### config.mk
export PLATFORM = sky130hd
export DESIGN_NAME = multicycle_control_flat
export DESIGN_NICKNAME = d
export VERILOG_FILES = /design/src/rtl/multicycle_pkg.sv /design/src/rtl/multicycle_control_if.sv /design/src/rtl/mem_wait_timer.sv /design/src/rtl/multicycle_control.sv /design/src/flat_wrapper.sv
export SDC_FILE = /design/constraint.sdc
export NUM_CORES = 1
export LEC_CHECK = 0
export ABC_AREA = 1
export CAP_MARGIN = 0
export CELL_PAD_IN_SITES_DETAIL_PLACEMENT = 0
export CELL_PAD_IN_SITES_GLOBAL_PLACEMENT = 1
export CORE_ASPECT_RATIO = 1.25
export CORE_MARGIN = 5
export CORE_UTILIZATION = 29
export CTS_CLUSTER_DIAMETER = 60
export CTS_CLUSTER_SIZE = 12
export DETAILED_ROUTE_END_ITERATION = 10
export GPL_TIMING_DRIVEN = 1
export PLACE_DENSITY = 0.77
export SLEW_MARGIN = 15
export SYNTH_ARGS = -nofsm -noshare
export SYNTH_HDL_FRONTEND = slang
export SYNTH_SLANG_ARGS = --single-unit
### constraint.sdc
create_clock -name clk -period 1.8 [get_ports clk]
set_input_delay 0.18 -clock clk [delete_from_list [all_inputs] [get_ports clk]]
set_output_delay 0.18 -clock clk [all_outputs]
set_load 0.1 [all_outputs]
### src/rtl/multicycle_pkg.sv
// Shared constants for the multi-cycle RV32I controller: opcodes, states, ALU classes, mux selects.
// Latency: n/a (package only).
// Backpressure: n/a (package only).
package multicycle_pkg;

   localparam logic [6:0] OP_R      = 7'h33;
   localparam logic [6:0] OP_I      = 7'h13;
   localparam logic [6:0] OP_LW     = 7'h03;
   localparam logic [6:0] OP_SW     = 7'h23;
   localparam logic [6:0] OP_LUI    = 7'h37;
   localparam logic [6:0] OP_JAL    = 7'h6F;
   localparam logic [6:0] OP_JALR   = 7'h67;
   localparam logic [6:0] OP_BRANCH = 7'h63;

   typedef enum logic [3:0] {
      S_FETCH     = 4'd0,
      S_DECODE    = 4'd1,
      S_MEM_ADDR  = 4'd2,
      S_MEM_READ  = 4'd3,
      S_MEM_WB    = 4'd4,
      S_MEM_WRITE = 4'd5,
      S_EXEC_R    = 4'd6,
      S_EXEC_I    = 4'd7,
      S_ALU_WB    = 4'd8,
      S_BRANCH    = 4'd9,
      S_JAL       = 4'd10,
      S_JALR      = 4'd11,
      S_LUI       = 4'd12,
      S_TRAP      = 4'd13
   } state_t;

   localparam logic [3:0] ALU_R       = 4'b0000;
   localparam logic [3:0] ALU_I_LOGIC = 4'b0001;
   localparam logic [3:0] ALU_LUI     = 4'b0010;
   localparam logic [3:0] ALU_SW      = 4'b0011;
   localparam logic [3:0] ALU_LW      = 4'b0100;
   localparam logic [3:0] ALU_JAL     = 4'b0101;
   localparam logic [3:0] ALU_JALR    = 4'b0110;
   localparam logic [3:0] ALU_BRANCH  = 4'b0111;
   localparam logic [3:0] ALU_ADD     = 4'b1000;

   localparam logic [1:0] M2R_ALUOUT = 2'b00;
   localparam logic [1:0] M2R_MDR    = 2'b01;
   localparam logic [1:0] M2R_PC     = 2'b10;

   localparam logic [1:0] SRCA_PC    = 2'b00;
   localparam logic [1:0] SRCA_OLDPC = 2'b01;
   localparam logic [1:0] SRCA_RS1   = 2'b10;

   localparam logic [1:0] SRCB_RS2   = 2'b00;
   localparam logic [1:0] SRCB_FOUR  = 2'b01;
   localparam logic [1:0] SRCB_IMM   = 2'b10;

   localparam logic PCSRC_ALU    = 1'b0;
   localparam logic PCSRC_ALUOUT = 1'b1;

   // States that sit on the memory port until Mem_Ready_i
   function automatic logic is_wait_state(input state_t s);
      return (s == S_FETCH) || (s == S_MEM_READ) || (s == S_MEM_WRITE);
   endfunction

endpackage

### src/rtl/multicycle_control_if.sv
// Control bundle between the multi-cycle controller and its datapath / memory port.
// Latency: n/a (wiring only).
// Backpressure: Mem_Ready_i is the only stall input; the controller holds its strobes while it is low.
interface multicycle_control_if #(
   parameter int ALU_OP_WIDTH = 4
);
   logic [6:0]              OP_i;
   logic                    Zero_i;
   logic                    Mem_Ready_i;
   logic                    PC_Write_o;
   logic                    IR_Write_o;
   logic                    IorD_o;
   logic                    Mem_Read_o;
   logic                    Mem_Write_o;
   logic                    Reg_Write_o;
   logic [1:0]              Mem_to_Reg_o;
   logic [1:0]              ALU_Src_A_o;
   logic [1:0]              ALU_Src_B_o;
   logic [ALU_OP_WIDTH-1:0] ALU_Op_o;
   logic                    PC_Src_o;
   logic                    Instr_Done_o;
   logic                    Illegal_Op_o;
   logic                    Bus_Error_o;
   logic [3:0]              State_o;

   // Controller side
   modport master (
      input  OP_i, Zero_i, Mem_Ready_i,
      output PC_Write_o, IR_Write_o, IorD_o, Mem_Read_o, Mem_Write_o, Reg_Write_o,
             Mem_to_Reg_o, ALU_Src_A_o, ALU_Src_B_o, ALU_Op_o, PC_Src_o,
             Instr_Done_o, Illegal_Op_o, Bus_Error_o, State_o
   );

   // Datapath / memory side
   modport slave (
      output OP_i, Zero_i, Mem_Ready_i,
      input  PC_Write_o, IR_Write_o, IorD_o, Mem_Read_o, Mem_Write_o, Reg_Write_o,
             Mem_to_Reg_o, ALU_Src_A_o, ALU_Src_B_o, ALU_Op_o, PC_Src_o,
             Instr_Done_o, Illegal_Op_o, Bus_Error_o, State_o
   );
endinterface

### src/rtl/mem_wait_timer.sv
// Counts consecutive not-ready cycles in a memory wait state and flags a timeout.
// Latency: timeout is combinational in the last allowed wait cycle (count registered).
// Backpressure: none; a ready in the timeout cycle suppresses the timeout.
module mem_wait_timer #(
   parameter int MEM_TIMEOUT = 16
) (
   input  logic clk,
   input  logic reset,
   input  logic start,
   input  logic waiting,
   input  logic ready,
   output logic timeout
);
   localparam int CW = (MEM_TIMEOUT > 0) ? $clog2(MEM_TIMEOUT + 1) : 1;
   localparam logic [CW-1:0] CNT_MAX  = CW'(MEM_TIMEOUT);
   localparam logic [CW-1:0] CNT_LAST = CW'((MEM_TIMEOUT > 0) ? MEM_TIMEOUT - 1 : 0);

   logic [CW-1:0] cnt;

   // Clear on entry to a wait state, then count stalled cycles, saturating at the limit
   always_ff @(posedge clk) begin
      if (reset || start)
         cnt <= '0;
      else if (waiting && !ready && cnt != CNT_MAX)
         cnt <= cnt + CW'(1);
   end

   // Fires when this stalled cycle would bring the count to the limit
   assign timeout = (MEM_TIMEOUT != 0) && waiting && !ready && (cnt == CNT_LAST);

endmodule

### src/rtl/multicycle_control.sv
// Multi-cycle RV32I control FSM: fetch/decode/execute/memory/writeback, Moore strobes per state.
// Latency: 3 to 5 cycles per instruction with zero wait states, plus memory stall cycles.
// Backpressure: stalls in FETCH/MEM_READ/MEM_WRITE on Mem_Ready_i; traps after MEM_TIMEOUT stalled cycles.
module multicycle_control
   import multicycle_pkg::*;
#(
   parameter int ALU_OP_WIDTH  = 4,
   parameter int MEM_TIMEOUT   = 16,
   parameter int ENABLE_BRANCH = 1
) (
   input  logic                 clk,
   input  logic                 reset,
   multicycle_control_if.master bus
);
   state_t     state, state_nxt, eff_state;
   logic       timeout, in_wait, timer_start, rdy;
   logic       illegal_q, bus_err_q;
   logic [3:0] alu_op;

   assign in_wait     = is_wait_state(state);
   assign timer_start = is_wait_state(state_nxt) && (state_nxt != state);

   mem_wait_timer #(.MEM_TIMEOUT(MEM_TIMEOUT)) u_timer (
      .clk     (clk),
      .reset   (reset),
      .start   (timer_start),
      .waiting (in_wait),
      .ready   (bus.Mem_Ready_i),
      .timeout (timeout)
   );

   // State register
   always_ff @(posedge clk) begin
      if (reset) state <= S_FETCH;
      else       state <= state_nxt;
   end

   // Next-state sequencing
   always_comb begin
      state_nxt = state;
      case (state)
         S_FETCH:     if (timeout) state_nxt = S_TRAP; else if (bus.Mem_Ready_i) state_nxt = S_DECODE;
         S_DECODE: begin
            case (bus.OP_i)
               OP_R:            state_nxt = S_EXEC_R;
               OP_I:            state_nxt = S_EXEC_I;
               OP_LW, OP_SW:    state_nxt = S_MEM_ADDR;
               OP_LUI:          state_nxt = S_LUI;
               OP_JAL:          state_nxt = S_JAL;
               OP_JALR:         state_nxt = S_JALR;
               OP_BRANCH:       state_nxt = (ENABLE_BRANCH != 0) ? S_BRANCH : S_TRAP;
               default:         state_nxt = S_TRAP;
            endcase
         end
         S_MEM_ADDR:  state_nxt = (bus.OP_i == OP_LW) ? S_MEM_READ : S_MEM_WRITE;
         S_MEM_READ:  if (timeout) state_nxt = S_TRAP; else if (bus.Mem_Ready_i) state_nxt = S_MEM_WB;
         S_MEM_WRITE: if (timeout) state_nxt = S_TRAP; else if (bus.Mem_Ready_i) state_nxt = S_FETCH;
         S_EXEC_R, S_EXEC_I: state_nxt = S_ALU_WB;
         S_MEM_WB, S_ALU_WB, S_LUI, S_JAL, S_JALR, S_BRANCH: state_nxt = S_FETCH;
         S_TRAP:      state_nxt = S_TRAP;
         default:     state_nxt = S_FETCH;
      endcase
   end

   // Sticky trap cause flags, set on the edge that enters TRAP
   always_ff @(posedge clk) begin
      if (reset) begin
         illegal_q <= 1'b0;
         bus_err_q <= 1'b0;
      end else begin
         if (state == S_DECODE && state_nxt == S_TRAP) illegal_q <= 1'b1;
         if (timeout) bus_err_q <= 1'b1;
      end
   end

   // Moore strobes; during reset the outputs look like a stalled FETCH so nothing is written
   always_comb begin
      eff_state        = reset ? S_FETCH : state;
      rdy              = bus.Mem_Ready_i & ~reset;
      alu_op           = ALU_R;
      bus.PC_Write_o   = 1'b0;
      bus.IR_Write_o   = 1'b0;
      bus.IorD_o       = 1'b0;
      bus.Mem_Read_o   = 1'b0;
      bus.Mem_Write_o  = 1'b0;
      bus.Reg_Write_o  = 1'b0;
      bus.Mem_to_Reg_o = M2R_ALUOUT;
      bus.ALU_Src_A_o  = SRCA_PC;
      bus.ALU_Src_B_o  = SRCB_RS2;
      bus.PC_Src_o     = PCSRC_ALU;
      bus.Instr_Done_o = 1'b0;
      case (eff_state)
         S_FETCH: begin
            bus.Mem_Read_o = 1'b1; bus.ALU_Src_B_o = SRCB_FOUR; alu_op = ALU_ADD;
            bus.IR_Write_o = rdy;  bus.PC_Write_o = rdy;
         end
         S_DECODE: begin
            bus.ALU_Src_A_o = SRCA_OLDPC; bus.ALU_Src_B_o = SRCB_IMM; alu_op = ALU_ADD;
         end
         S_MEM_ADDR: begin
            bus.ALU_Src_A_o = SRCA_RS1; bus.ALU_Src_B_o = SRCB_IMM;
            alu_op = (bus.OP_i == OP_LW) ? ALU_LW : ALU_SW;
         end
         S_MEM_READ:  begin bus.Mem_Read_o = 1'b1; bus.IorD_o = 1'b1; end
         S_MEM_WB: begin
            bus.Reg_Write_o = 1'b1; bus.Mem_to_Reg_o = M2R_MDR; bus.Instr_Done_o = 1'b1;
         end
         S_MEM_WRITE: begin
            bus.Mem_Write_o = 1'b1; bus.IorD_o = 1'b1; bus.Instr_Done_o = rdy;
         end
         S_EXEC_R: begin bus.ALU_Src_A_o = SRCA_RS1; bus.ALU_Src_B_o = SRCB_RS2; alu_op = ALU_R; end
         S_EXEC_I: begin bus.ALU_Src_A_o = SRCA_RS1; bus.ALU_Src_B_o = SRCB_IMM; alu_op = ALU_I_LOGIC; end
         S_ALU_WB: begin bus.Reg_Write_o = 1'b1; bus.Instr_Done_o = 1'b1; end
         S_LUI: begin
            bus.ALU_Src_B_o = SRCB_IMM; alu_op = ALU_LUI;
            bus.Reg_Write_o = 1'b1; bus.Instr_Done_o = 1'b1;
         end
         S_JAL: begin
            bus.Reg_Write_o = 1'b1; bus.Mem_to_Reg_o = M2R_PC; bus.PC_Write_o = 1'b1;
            bus.PC_Src_o = PCSRC_ALUOUT; alu_op = ALU_JAL; bus.Instr_Done_o = 1'b1;
         end
         S_JALR: begin
            bus.Reg_Write_o = 1'b1; bus.Mem_to_Reg_o = M2R_PC;
            bus.ALU_Src_A_o = SRCA_RS1; bus.ALU_Src_B_o = SRCB_IMM; alu_op = ALU_JALR;
            bus.PC_Write_o = 1'b1; bus.Instr_Done_o = 1'b1;
         end
         S_BRANCH: begin
            bus.ALU_Src_A_o = SRCA_RS1; bus.ALU_Src_B_o = SRCB_RS2; alu_op = ALU_BRANCH;
            bus.PC_Src_o = PCSRC_ALUOUT; bus.PC_Write_o = bus.Zero_i; bus.Instr_Done_o = 1'b1;
         end
         default: ;
      endcase
   end

   assign bus.ALU_Op_o     = ALU_OP_WIDTH'(alu_op);
   assign bus.State_o      = eff_state;
   assign bus.Illegal_Op_o = illegal_q & ~reset;
   assign bus.Bus_Error_o  = bus_err_q & ~reset;

endmodule

### src/flat_wrapper.sv
// flat-port wrapper written by rule: the top's interface ports become plain ports
module multicycle_control_flat import multicycle_pkg::*;
#(
   parameter int ALU_OP_WIDTH  = 4,
   parameter int MEM_TIMEOUT   = 16,
   parameter int ENABLE_BRANCH = 1
)
  (clk, reset, bus_OP_i, bus_Zero_i, bus_Mem_Ready_i, bus_PC_Write_o, bus_IR_Write_o, bus_IorD_o, bus_Mem_Read_o, bus_Mem_Write_o, bus_Reg_Write_o, bus_Mem_to_Reg_o, bus_ALU_Src_A_o, bus_ALU_Src_B_o, bus_ALU_Op_o, bus_PC_Src_o, bus_Instr_Done_o, bus_Illegal_Op_o, bus_Bus_Error_o, bus_State_o);
  multicycle_control_if #(.ALU_OP_WIDTH(ALU_OP_WIDTH)) bus_i ();
  input  logic clk;
  input  logic reset;
  input wire logic [$bits(bus_i.OP_i)-1:0] bus_OP_i;
  input wire logic [$bits(bus_i.Zero_i)-1:0] bus_Zero_i;
  input wire logic [$bits(bus_i.Mem_Ready_i)-1:0] bus_Mem_Ready_i;
  output wire logic [$bits(bus_i.PC_Write_o)-1:0] bus_PC_Write_o;
  output wire logic [$bits(bus_i.IR_Write_o)-1:0] bus_IR_Write_o;
  output wire logic [$bits(bus_i.IorD_o)-1:0] bus_IorD_o;
  output wire logic [$bits(bus_i.Mem_Read_o)-1:0] bus_Mem_Read_o;
  output wire logic [$bits(bus_i.Mem_Write_o)-1:0] bus_Mem_Write_o;
  output wire logic [$bits(bus_i.Reg_Write_o)-1:0] bus_Reg_Write_o;
  output wire logic [$bits(bus_i.Mem_to_Reg_o)-1:0] bus_Mem_to_Reg_o;
  output wire logic [$bits(bus_i.ALU_Src_A_o)-1:0] bus_ALU_Src_A_o;
  output wire logic [$bits(bus_i.ALU_Src_B_o)-1:0] bus_ALU_Src_B_o;
  output wire logic [$bits(bus_i.ALU_Op_o)-1:0] bus_ALU_Op_o;
  output wire logic [$bits(bus_i.PC_Src_o)-1:0] bus_PC_Src_o;
  output wire logic [$bits(bus_i.Instr_Done_o)-1:0] bus_Instr_Done_o;
  output wire logic [$bits(bus_i.Illegal_Op_o)-1:0] bus_Illegal_Op_o;
  output wire logic [$bits(bus_i.Bus_Error_o)-1:0] bus_Bus_Error_o;
  output wire logic [$bits(bus_i.State_o)-1:0] bus_State_o;
  assign bus_i.OP_i = bus_OP_i;
  assign bus_i.Zero_i = bus_Zero_i;
  assign bus_i.Mem_Ready_i = bus_Mem_Ready_i;
  assign bus_PC_Write_o = bus_i.PC_Write_o;
  assign bus_IR_Write_o = bus_i.IR_Write_o;
  assign bus_IorD_o = bus_i.IorD_o;
  assign bus_Mem_Read_o = bus_i.Mem_Read_o;
  assign bus_Mem_Write_o = bus_i.Mem_Write_o;
  assign bus_Reg_Write_o = bus_i.Reg_Write_o;
  assign bus_Mem_to_Reg_o = bus_i.Mem_to_Reg_o;
  assign bus_ALU_Src_A_o = bus_i.ALU_Src_A_o;
  assign bus_ALU_Src_B_o = bus_i.ALU_Src_B_o;
  assign bus_ALU_Op_o = bus_i.ALU_Op_o;
  assign bus_PC_Src_o = bus_i.PC_Src_o;
  assign bus_Instr_Done_o = bus_i.Instr_Done_o;
  assign bus_Illegal_Op_o = bus_i.Illegal_Op_o;
  assign bus_Bus_Error_o = bus_i.Bus_Error_o;
  assign bus_State_o = bus_i.State_o;
  multicycle_control #(.ALU_OP_WIDTH(ALU_OP_WIDTH), .MEM_TIMEOUT(MEM_TIMEOUT), .ENABLE_BRANCH(ENABLE_BRANCH)) u_core (.clk(clk), .reset(reset), .bus(bus_i));
endmodule
==> flow_summary.yaml, run 1 <==
timing:
  fin_skew_ns: 0.00531
  hold_viol_final: 0
  worst_pin_slew_ns: 0.295
  rsz0062_at_grt: "yes"
  fmax_mhz: 545
  final-max-slew-violation-count: 0
  setup_slack_ns: -0.0359
  min_period_ns: 1.84
  setup_viol: 2
  relSlewSlack: 0.803
  finalCritPeriodShare: 1.02
  setup_tns_ns: -0.0387
floorplanning:
  io_pins: 35
  num_rows: 26
  start_util: 0.302
  die_h_um: 83.0
  coreArea_mm2: 0.00410
  die_area_mm2: 0.00568
  fp.dieW_um: 68.4
logic_synthesis:
  syn_avg_cell_area_um2: 5.98
  synth_area_leaders: "dfxtp_1 (18%), nand2_1 (15%), inv_1 (12%), nor2_1 (7.3%), nand3_1 (6.1%)"
  yosysWarnings: 0
  synth-seq-cells: 11
  synth_area_mm2: 0.00124
  synth-seq-area-share: 0.178
  yosysTopAreaCellShare: 0.178
  syn_inst: 207
  synth_cell_type_count: 32
  synth_area_leader_cell: "dfxtp_1"
  syn-num-nets: 221
finish:
  final_nets: 323
  final_cells: 364
  diodes: 0
  syn2layout_area_growth_pct: 126
  drive_above_1_share: 0.607
clocking:
  htreeDepth: 1
  clock-sinks: 11
  cts_buffers: 3
  cts_tree: "done"
  cts_buffer_depth: 2
  clock_latency_ns: 0.24
  root_buffer: "clkbuf_8"
  clkTransAtPathRegs_ns: 0.05
  cts_hold_buf: 0
global_routing:
  grt_pass1_wl_um: 7210
  grt_max_degree: 8
  gr-total-overflow: 0
  antenna_found_initial: 0
  grtUsageTotal: 0.163
  first_global_vias: 1581
route:
  first_iter_violations: 56
  post_drt_wl_per_cell_um: 12.6
  drc: 0
  num_vias: 1664
  first_pass_iters: 4
  ant_nets: 0
  routed_wl_um: 4600
  routed_via_density: 4.57
worst_setup_path:
  cp_slowest_cell: "dfxtp_4"
  crit_required_ns: 1.62
  crit_top_cell: "buf_4"
  max_stage_delay_ns: 0.42
  crit_chain: "inv_8, buf_4, buf_4, nor2_2, a31oi_4, o211ai_1, buf_12"
  timing.critical_path.arrival_ns: 1.66
  critPathKind: "reg -> out"
  r2r_cells: 15
  end_kind: "output pin"
  regToRegSetupSlack_ns: 0.04
  start_kind: "register"
  crit_fanout: 6
placement:
  portBuffers: 34
  dp_cells: 335
  hpwlAfterDp_um: 3410
  gp_congestion: 0.824
power_and_ir_drop:
  power_density_mw_per_mm2: 1130
  sequentialPowerShare: 0.116
  p_int_mw: 1.44
  p_switching_mw: 1.72
  ir_drop_v: 0.000755
  finalPower_mw: 3.16
  p_sw_frac: 0.544
  clkPwrFrac: 0.079
  power.leakage_nw: 1.25
  p_comb_frac: 0.805
hold_path:
  hold_class: "reg -> reg"
  hold_depth: 2
status:
  status: "finished with violations"
  violations: "setup timing"
flow_run:
  maxCapViolCount: 0
-- layout by cell type, fill, tap and decap left out, types with 2 or more instances in the layout --
cell type and count:
nand3_4 2, nor2_2 16, dfxtp_2 3, inv_1 29
nand3_2 6, nor2_1 5, a21oi_1 8, buf_4 60
a21oi_4 2, inv_2 8, o211ai_1 2, nor2_4 15
nand4_1 2, xor2_1 3, dfxtp_1 5, buf_12 26
nand2_4 4, nand3_1 13, nand2_2 18, o21ai_0 2
inv_4 3, clkbuf_8 3, nand2_1 34, o2111ai_4 2
buf_6 3, dfxtp_4 3, clkdlybuf4s50_1 9
-- metrics by stage --
step	instance area [um2]	worst slack [ns]	hold slack, ns	util
3_3_place_gp	2360	-0.187	0.464	0.576
4_1_cts	2550	0.00148	0.479	0.621
3_5_place_dp	2360	-0.220	0.471	0.576
6_report	2800	-0.0359	0.474	0.682
5_1_grt	2800	-0.108	0.501	0.682
2_1_floorplan	1410	-0.979	0.455	-
-- repair_timing --
item                       in CTS  in global routing
setup endpoints to repair      15                 19
buffers inserted               11                 14
gates resized for setup        15                 40
gates cloned                    0                  0
pin swaps                       7                 22
-- critical path: cells and delay by family (launching register included) --
family / cells / cell delay, ns
AO/OA/AOI/OAI: 2 / 0.31
AND/OR/NAND/NOR: 1 / 0.15
buffers and inverters: 4 / 0.52
flip-flops: 1 / 0.42
-- worst paths after layout --
path                               from               endpoint
hold reg to reg        u_core.bus_err_q       u_core.bus_err_q
setup / recovery        u_core.state[0]     bus_ALU_Src_A_o[1]
hold / removal         u_core.bus_err_q       u_core.bus_err_q
setup reg to reg  u_core.u_timer.cnt[0]  u_core.u_timer.cnt[1]
-- registers in the layout, summed over array words and instances (netlist names) --
register / count
u_core.illegal_q: 1
u_core.u_timer.cnt: 5
u_core.bus_err_q: 1
u_core.state: 4
-- routing by layer --
| metal | track usage | wire, um | vias to the layer above |
|---|---|---|---|
| met1 | 0.183 | 1790 | 750 |
| met3 | 0.0149 | 149 | 12 |
| met2 | 0.296 | 2500 | 43 |
| met5 | 0 | 0 | - |
| met4 | 0.0705 | 156 | 0 |
| li1 | - | - | 859 |
-- power by group through the flow --
stage	combinational, mW	sequential (mW)	clock [mW]
2_1_floorplan	1.49	0.334	0
3_3_place_gp	2.20	0.351	0
3_5_place_dp	2.21	0.351	0
4_1_cts	2.31	0.346	0.258
5_1_grt	2.69	0.372	0.274
6_report	2.54	0.367	0.251
-- logic make-up after synthesis --
family,share of synthesized area
AND/OR/NAND/NOR,0.510
buffers and inverters,0.142
AO/OA/AOI/OAI,0.110
flip-flops,0.178
XOR/XNOR,0.0212
adder cells (fa/ha/maj),0.0303
multiplexers,0.00910
-- Yosys cell counts (all sizes together) --
master / number
and2: 1
ha: 3
dfxtp: 11
o2111ai: 2
o32ai: 1
nor3: 3
nand3b: 1
a31oi: 2
clkinv: 1
o21a: 1
nor4: 1
nand4: 2
nand3: 21
xor2: 3
inv: 42
nor2: 36
clkbuf: 2
o211ai: 2
mux2: 1
o22ai: 1
nand2: 57
o21ai: 2
a21oi: 10
a211o: 1
-- area by class of cell --
class / count / area [um2]
Fill cell: 337 / 1300
Clock buffer: 4 / 45.0
Tap cell: 56 / 70.1
Timing Repair Buffer: 99 / 1100
Multi-Input combinational cell: 151 / 1150
Sequential cell: 11 / 235
Inverter: 43 / 186
Power figures use the tool's default switching activity.
==> run 2: changes to the inputs <==
- clock period: 1.8 -> 1.61 ns (I/O delays scaled with it)
==> run 2 against run 1 <==
Effect of this change: the run still ends with setup timing left; global-route usage increased by 1.2 points; critical path type unchanged; design area rose by 10%; sequential power grew 9.5%; non-clock buffer count increased by 21; highest routed layer unchanged.
==> flow_summary.yaml, run 2 (synthesized netlist as in run 1, its figures left out) <==
worst_setup_path:
  crit_fanout: 5
  r2r_start: "u_core.state[0]"
  start_kind: "register"
  crit_required_ns: 1.45
  end_kind: "output pin"
  regToRegSetupSlack_ns: -0.14
  timing.critical_path.arrival_ns: 1.65
  critPathKind: "reg -> out"
  r2r_cells: 14
  reg2reg_to: "u_core.u_timer.cnt[1]"
finish:
  mostFrequentLayoutCells: "buf_4 (65), nand2_1 (32), inv_1 (28), buf_12 (23), buf_6 (21)"
  final_common_cell: "buf_4"
  final_nets: 344
  final_area_mm2: 0.00308
  largest-register: "u_core.u_timer.cnt"
  final_cells: 385
  syn2layout_area_growth_pct: 149
  diodes: 0
  reg.largest.list: "u_core.u_timer.cnt: 5 flops, u_core.state: 4 flops"
  drive_above_1_share: 0.657
  final_util: 0.751
  largest_register_ff_count: 5
floorplanning:
  coreArea_mm2: 0.00410
  fp.dieW_um: 68.4
  die_area_mm2: 0.00568
  start_util: 0.302
  io_pins: 35
  die_h_um: 83.0
  num_rows: 26
clocking:
  cts_buffers: 3
  clock_latency_ns: 0.23
  cts_tree: "done"
  cts_buffer_depth: 2
  root_buffer: "clkbuf_8"
  clkTransAtPathRegs_ns: 0.05
  cts_hold_buf: 0
  htreeDepth: 1
  clock-sinks: 11
status:
  violations: "setup timing"
  status: "finished with violations"
placement:
  dp_cells: 364
  placed_cell_area_mm2: 0.00262
  gp_congestion: 0.839
  portBuffers: 34
  hpwlAfterDp_um: 3550
timing:
  whs_ns: 0.511
  worst_pin_slew_ns: 0.291
  hold_viol_final: 0
  rsz0062_at_grt: "yes"
  finalCritPeriodShare: 1.12
  fmax_mhz: 553
  setup_viol: 21
  fin_skew_ns: 0.00281
  min_period_ns: 1.81
  relSlewSlack: 0.805
  final-max-slew-violation-count: 0
  setup_slack_ns: -0.199
  setup_tns_ns: -2.64
hold_path:
  hold_depth: 2
  hold_path_end: "u_core.bus_err_q"
  hold_class: "reg -> reg"
  min_from: "u_core.bus_err_q"
route:
  first_pass_iters: 4
  drc: 0
  first_iter_violations: 67
  ant_nets: 0
  num_vias: 1753
  post_drt_wl_per_cell_um: 13.0
  routed_via_density: 4.55
  routed_wl_um: 5010
power_and_ir_drop:
  power.leakage_nw: 1.43
  power_density_mw_per_mm2: 1250
  ir_drop_v: 0.000887
global_routing:
  grt_max_degree: 7
  gr-total-overflow: 0
  first_global_vias: 1760
  grt_pass1_wl_um: 7870
  antenna_found_initial: 0
  grtUsageTotal: 0.175
flow_run:
  maxCapViolCount: 0
-- run 2: changes by cell type in the layout (fill, tap and decap cells not counted), moves of 4 or more --
cell | before | now
buf_6 | 3 | 21
nor2_4 | 15 | 20
clkdlybuf4s50_1 | 9 | 5
buf_4 | 60 | 65
-- run 2: metal layers --
layer | vias up | part of all wire | track usage
li1 | 896 | - | -
met1 | 798 | 0.37 | 0.184
met2 | 48 | 0.57 | 0.337
met3 | 11 | 0.039 | 0.0203
met4 | 0 | 0.021 | 0.0561
met5 | - | 0 | 0
-- run 2: power by group --
group / total (mW) / internal [mW] / switching (mW)
Combinational: 3.16 / 1.33 / 1.83
Sequential: 0.402 / 0.332 / 0.0705
Clock: 0.273 / 0.174 / 0.0998
-- run 2: timing repair --
item | CTS | global route
pin swaps | 18 | 18
resized for setup | 58 | 28
setup buffers | 14 | 3
endpoints found under the setup margin | 23 | 24
-- run 2: worst max path at each step --
stage / startpoint / to / slack [ns] / depth (start not counted)
after detailed placement: bus_OP_i[5] / u_core.u_timer.cnt[1] / -0.38 / 14
after floorplan: u_core.state[1] / bus_ALU_Src_A_o[1] / -1.15 / 4
after global routing: u_core.u_timer.cnt[1] / u_core.u_timer.cnt[1] / -0.26 / 15
final: u_core.state[0] / bus_ALU_Src_B_o[1] / -0.20 / 8
after CTS: u_core.state[0] / bus_ALU_Src_B_o[1] / -0.16 / 10
after global placement: bus_OP_i[1] / u_core.u_timer.cnt[1] / -0.33 / 14
-- run 2: stage by stage --
stage	setup slack, ns	total power, mW
after floorplan	-1.15	2.09
after CTS	-0.158	3.74
after global placement	-0.328	3.16
after detailed placement	-0.379	3.18
after global routing	-0.261	4.03
final	-0.199	3.83
-- run 2: final cells by class --
type | count | area, um2
clock buffer | 4 | 45.0
fill | 288 | 1020
inverter | 43 | 199
multi-input combinational | 151 | 1210
sequential | 11 | 238
tap | 56 | 70.1
timing repair buffer | 120 | 1320
-- run 2: critical path, stage by stage, from the launching register on --
cell and delay (ns):
dfxtp_4 0.39, inv_4 0.06, buf_4 0.16, nand2_4 0.10
nor2_4 0.04, a31oi_2 0.17, buf_4 0.15, o2111ai_4 0.13
buf_12 0.19
